File: src/rtl/llc_rsp_out_packetizer.sv
// llc_rsp_out_packetizer
// Serializes one LLC response into NoC response-plane flits:
// one header flit, one address flit, then one data flit per set word_mask bit
// in ascending word order. A single-entry capture buffer holds the response
// while the packet is in flight, so upstream inputs may change freely.
module llc_rsp_out_packetizer #(
  parameter int COH_MSG_W      = 5,
  parameter int CACHE_ID_W     = 4,
  parameter int INVACK_W       = 4,
  parameter int WORDS_PER_LINE = 4,
  parameter int WORD_OFF_W     = 2,
  parameter int WORD_W         = 64,
  parameter int LINE_ADDR_W    = 28,
  parameter int FLIT_W         = 64
) (
  input  logic                             clk,
  input  logic                             rst,
  input  logic                             rsp_valid,
  output logic                             rsp_ready,
  input  logic [COH_MSG_W-1:0]             rsp_coh_msg,
  input  logic [LINE_ADDR_W-1:0]           rsp_addr,
  input  logic [WORDS_PER_LINE*WORD_W-1:0] rsp_line,
  input  logic [INVACK_W-1:0]              rsp_invack_cnt,
  input  logic [CACHE_ID_W-1:0]            rsp_req_id,
  input  logic [CACHE_ID_W-1:0]            rsp_dest_id,
  input  logic [WORD_OFF_W-1:0]            rsp_word_offset,
  input  logic [WORDS_PER_LINE-1:0]        rsp_word_mask,
  output logic                             flit_valid,
  input  logic                             flit_ready,
  output logic [FLIT_W-1:0]                flit_data,
  output logic                             flit_tail,
  output logic                             busy
);

  // Header fields packed LSB-first: coh_msg, req_id, dest_id, invack_cnt,
  // word_offset, word_mask.
  localparam int HDR_W = COH_MSG_W + 2 * CACHE_ID_W + INVACK_W + WORD_OFF_W + WORDS_PER_LINE;

  typedef enum logic [1:0] {
    IDLE = 2'd0,
    HDR  = 2'd1,
    ADDR = 2'd2,
    DATA = 2'd3
  } state_t;

  state_t state_reg, state_next;
  logic [WORD_OFF_W-1:0] idx_reg, idx_next;

  // Captured response (single-entry buffer)
  logic [COH_MSG_W-1:0]             coh_msg_reg;
  logic [LINE_ADDR_W-1:0]           addr_reg;
  logic [WORDS_PER_LINE*WORD_W-1:0] line_reg;
  logic [INVACK_W-1:0]              invack_cnt_reg;
  logic [CACHE_ID_W-1:0]            req_id_reg;
  logic [CACHE_ID_W-1:0]            dest_id_reg;
  logic [WORD_OFF_W-1:0]            word_offset_reg;
  logic [WORDS_PER_LINE-1:0]        word_mask_reg;

  logic                      accept;
  logic [HDR_W-1:0]          hdr_bits;
  logic [WORD_W-1:0]         line_words [WORDS_PER_LINE];
  logic [WORDS_PER_LINE-1:0] above_mask;
  logic [WORD_OFF_W-1:0]     first_idx;
  logic [WORD_OFF_W-1:0]     next_idx;
  logic                      has_data;
  logic                      data_last;

  // Lowest set bit of a word mask; callers only use the result when v != 0.
  function automatic logic [WORD_OFF_W-1:0] lowest_set(input logic [WORDS_PER_LINE-1:0] v);
    lowest_set = '0;
    for (int i = WORDS_PER_LINE - 1; i >= 0; i--) begin
      if (v[i]) lowest_set = WORD_OFF_W'(i);
    end
  endfunction

  // Upstream may only hand over a response when no packet is in flight.
  assign rsp_ready = (state_reg == IDLE);
  assign busy      = (state_reg != IDLE);
  assign accept    = rsp_valid && (state_reg == IDLE);

  assign hdr_bits = {word_mask_reg, word_offset_reg, invack_cnt_reg,
                     dest_id_reg, req_id_reg, coh_msg_reg};

  // Split the captured line into words and mark mask bits above the current word.
  generate
    for (genvar gi = 0; gi < WORDS_PER_LINE; gi++) begin : g_word
      assign line_words[gi] = line_reg[gi*WORD_W +: WORD_W];
      assign above_mask[gi] = word_mask_reg[gi] && (WORD_OFF_W'(gi) > idx_reg);
    end
  endgenerate

  assign first_idx = lowest_set(word_mask_reg);
  assign next_idx  = lowest_set(above_mask);
  assign has_data  = |word_mask_reg;
  assign data_last = ~|above_mask;

  // State and word-index registers.
  always_ff @(posedge clk or negedge rst) begin
    if (!rst) begin
      state_reg <= IDLE;
      idx_reg   <= '0;
    end else begin
      state_reg <= state_next;
      idx_reg   <= idx_next;
    end
  end

  // Capture every response field on acceptance; held until the next acceptance.
  always_ff @(posedge clk or negedge rst) begin
    if (!rst) begin
      coh_msg_reg     <= '0;
      addr_reg        <= '0;
      line_reg        <= '0;
      invack_cnt_reg  <= '0;
      req_id_reg      <= '0;
      dest_id_reg     <= '0;
      word_offset_reg <= '0;
      word_mask_reg   <= '0;
    end else if (accept) begin
      coh_msg_reg     <= rsp_coh_msg;
      addr_reg        <= rsp_addr;
      line_reg        <= rsp_line;
      invack_cnt_reg  <= rsp_invack_cnt;
      req_id_reg      <= rsp_req_id;
      dest_id_reg     <= rsp_dest_id;
      word_offset_reg <= rsp_word_offset;
      word_mask_reg   <= rsp_word_mask;
    end
  end

  // Next-state and flit outputs. Outputs depend only on registered state,
  // so they stay stable while the NoC stalls.
  always_comb begin
    state_next = state_reg;
    idx_next   = idx_reg;
    flit_valid = 1'b0;
    flit_tail  = 1'b0;
    flit_data  = '0;
    case (state_reg)
      IDLE: begin
        if (rsp_valid) state_next = HDR;
      end
      HDR: begin
        flit_valid = 1'b1;
        flit_data  = FLIT_W'(hdr_bits);
        if (flit_ready) state_next = ADDR;
      end
      ADDR: begin
        flit_valid = 1'b1;
        flit_data  = FLIT_W'(addr_reg);
        flit_tail  = !has_data;
        if (flit_ready) begin
          if (has_data) begin
            state_next = DATA;
            idx_next   = first_idx;
          end else begin
            state_next = IDLE;
          end
        end
      end
      DATA: begin
        flit_valid = 1'b1;
        flit_data  = FLIT_W'(line_words[idx_reg]);
        flit_tail  = data_last;
        if (flit_ready) begin
          if (data_last) state_next = IDLE;
          else           idx_next   = next_idx;
        end
      end
      default: begin
        state_next = IDLE;
      end
    endcase
  end

endmodule

File: config.mk
export PLATFORM = sky130hd
export DESIGN_NAME = llc_rsp_out_packetizer
export DESIGN_NICKNAME = d
export VERILOG_FILES = /design/src/rtl/llc_rsp_out_packetizer.sv
export SDC_FILE = /design/constraint.sdc
export NUM_CORES = 1
export LEC_CHECK = 0
export BUFFER_PORTS_ARGS = -buffer_cell sky130_fd_sc_hd__buf_2
export CORE_AREA = 2 2 165 167
export DETAILED_ROUTE_END_ITERATION = 8
export DIE_AREA = 0 0 167 169
export PLACE_DENSITY_LB_ADDON = 0.15
export SLEW_MARGIN = 20
export SYNTH_ARGS = -nofsm -noshare
export SYNTH_HDL_FRONTEND = slang
export SYNTH_SLANG_ARGS = --single-unit
export TNS_END_PERCENT = 5
File: constraint.sdc
create_clock -name clk -period 3.6 [get_ports clk]
set_input_delay 0.18 -clock clk [delete_from_list [all_inputs] [get_ports clk]]
set_output_delay 0.18 -clock clk [all_outputs]
set_load 0.02 [all_outputs]
==> impl_results.md <==
- Status: completed
- Final WL: ~43 mm
- CP Capture Point: flit_data[27]
- Levels on crit path: 5
- Clock Latency Late Sink: between 500 and 600 ps
- Core box area: 26,500 sq um
- Mapped Nets: ~1,200
- H-tree depth: 2
- CP required: 3420 ps
- Width of the chip: ~170 um
- Share of cells above drive strength 1: 0.5111
- Avg Cell Area, Syn: ~16 sq um
- Share of flip-flops with an asynchronous set or reset: 1.000
- Post-synthesis cell type count: 35
- Grt ovf: 0
- Static Leak: roughly 10 nW
- Antenna violations before repair: 9
- Seq/Total Area, Yosys: 0.5127
- Ports: 379
- Clk sinks: 311
- Crit share post-route: 0.7798
- Final setup vio count: 0
- CTS resizes: 0
- Drt wl/cell: approximately 22 um
- TritonRoute pass-1 iters: 7
- Reg2Reg Capture Point: idx_reg[1]
- Worst Path Arrival: 2630 ps
- Synth-to-Final Area Change: 40.44%
- GRT met2 Usage: 0.5182
- Fin. max-slew vios: 0
- CP max stage cell: dfrtp_4
- Min cycle time layout: approximately 2800 ps
- Gr busiest metal: met2
- CTS tree: done
- Post-Route Setup TNS: 0 ps
- Final #Nets: around 1,900
- Final non-filler cell area: ~21,000 sq um
- Synth Register Bits: around 310
- Largest net degree at the start of global routing: roughly 130
- R2R setup slack: 1460 ps
- R2R depth: 5
- Max_cap viols: 0
- Setup Skew: ~14 ps
- DR DRC count: 0
- Crit path cell chain: buf_12 -> mux4_2 -> mux2i_1 -> nor2b_1 -> buf_2
- Worst slew pin tran: 1006 ps
- Top cell type's share of synthesized area: 0.5127
- Iter 0 DRT Violations: between 700 and 800
- First-pass GRT wire length: around 67 mm
- Met3 Use GR: 0.06032
- Final hold vios: 0
- Fmax: 356.2 MHz
- Maximum clock insertion buffer count: 3
- Number of flops mapped to enable cells by yosys: 0
- Mapped Cells: around 930
- Unrepaired setup endpoints after global routing: no
- Via count of the first global-routing pass: between 10,000 and 15,000
- VDD IR-drop max: approximately 0.72 mV
- Max_slew headroom: 0.3294
- DP HPWL: 24.32 mm
- RR Startpoint: idx_reg[0]
- Pwr dens: roughly 860 nW/um^2
- Ranking of synthesized cells by area: dfrtp_1, mux2_4, mux4_2
- Largest delay share family, worst path: flip-flops
- Max FFs per register: roughly 260
- DRT antenna net count: 0
- Hold Path Depth: 4
- Synth area leader: dfrtp_1
- FP Rows: 60
- Max stage delay on crit path: about 860 ps
- CP bufs+invs: 2
- Reg clk slew, reported paths: approximately 60 ps
- Root Driver: clkbuf_16
- Worst min-delay path class: primary input to flop
- Predominant post-synthesis flop cell: dfrtp_1
- Met1 GRT Util: 0.3877
- Initial core utilization: 0.5729
- Critical setup path kind: flop to output pin
- Crit end category: output pin
- IO buf count: 378
- Type of origin of the critical path: flop
- Via-per-instance ratio: between 5 and 6
- Total Routing Usage GR: 0.3046
- Die height: 169 um
- Critical Path Source: idx_reg[0]
- YS warnings: 0
- Placer congestion estimate: around 0.8
- Detailed-route via count: 10,713
- Die ar.: between 20,000 and 30,000 sq um
- Placed standard-cell area: 17,080 sq um
- Worst Path Max Fanout: 31
- TritonCTS Buffers: 35
- Post-Syn Area: ~15,000 sq um
[cell usage after synthesis (all sizes together) (4+ instances only)]
| library cell | number |
|---|---|
| mux4 | 64 |
| dfrtp | 311 |
| nand2b | 24 |
| nand2 | 26 |
| nor2b | 43 |
| a21oi | 26 |
| nor2 | 4 |
| mux2i | 6 |
| a31oi | 23 |
| clkbuf | 16 |
| mux2 | 306 |
| buf | 55 |
[timing repair]
action | 4_1_cts | 5_1_grt
hold buffers | 309 | 0
setup buffers | 0 | 0
endpoints found under the hold margin | 427 | 0
[report_power, final]
part | switching, W | internal (W) | leakage [nW]
sequential | 0.00137 | 0.00530 | 3.70
clock | 0.00142 | 0.00207 | 0.554
combinational | 0.00340 | 0.00481 | 5.56
total | 0.00619 | 0.0122 | 9.82
[placed cells by master, fill, tap and decap left out, drive strengths merged]
cell type and instances:
a2111oi 1, buf 399, mux2 306, mux2i 6, o21a 1, o2bb2ai 1, o22ai 1, nand2 26
o21ai 3, and3 1, or4 1, o32a 1, o21bai 1, clkbuf 57, nor3 2, and2 1
nor3b 1, a21oi 26, clkinv 4, a311oi 1, nor2b 43, nor2 4, dlygate4sd3 309, dfrtp 311
o21ba 1, inv 4, a31oi 23, mux4 64, a21o 1, nand2b 24, diode 10
[metrics by stage]
| stage | total power [W] | hold slack [ps] | std cells | worst slack, ps | util |
|---|---|---|---|---|---|
| CTS | 0.01815 | 167.7 | 1965 | 752.1 | 0.8036 |
| global placement | 0.01416 | 372.7 | 1594 | 1306 | 0.6446 |
| finish | 0.01837 | 195.3 | 1975 | 792.9 | 0.8045 |
| detailed placement | 0.01432 | 377.0 | 1594 | 1299 | 0.6446 |
| global route | 0.01929 | 205.2 | 1974 | 631.5 | 0.8044 |
| floorplan | 0.01253 | -115.6 | 925 | 1898 | - |
[routing by layer]
layer,up-vias,wire length [um]
met1,5433,17020
li1,4729,-
met3,107,2523
met4,0,1513
met2,444,21880
met5,-,0
[how the worst min path moves through the flow]
stage               from        endpoint  slack (ps)
6_report       rsp_valid    state_reg[0]         200
5_1_grt        rsp_valid    state_reg[0]         210
4_1_cts        rsp_valid    state_reg[0]         170
3_5_place_dp         rst  coh_msg_reg[2]         380
3_3_place_gp         rst    addr_reg[10]         370
2_1_floorplan        rst     addr_reg[0]        -120
[kinds of logic after synthesis]
kind of cell / count (synthesis) / synth area share
muxes: 376 / 0.3753
and+or+nand+nor: 103 / 0.03849
buffers and inverters: 74 / 0.04912
DFF: 311 / 0.5127
AOI/OAI and AO/OA: 61 / 0.02440
[tightest hold or removal path: cells and delay by family]
kind	cells	cell delay [ps]
buf+inv	1	100
simple gates	1	150
compound gates	2	210
[layout make-up]
type                    instances  area [sq um]
clock buffers                  57          1091
diodes                         10         25.02
clock inverters                 5         28.78
well taps                     341         426.7
inverters                       3         11.26
repair buffers                708          5290
flip-flops and latches        311          7792
multi-input cells             540          6655
fillers                      1387          5180
No activity file was read; power rests on OpenSTA's default activity.
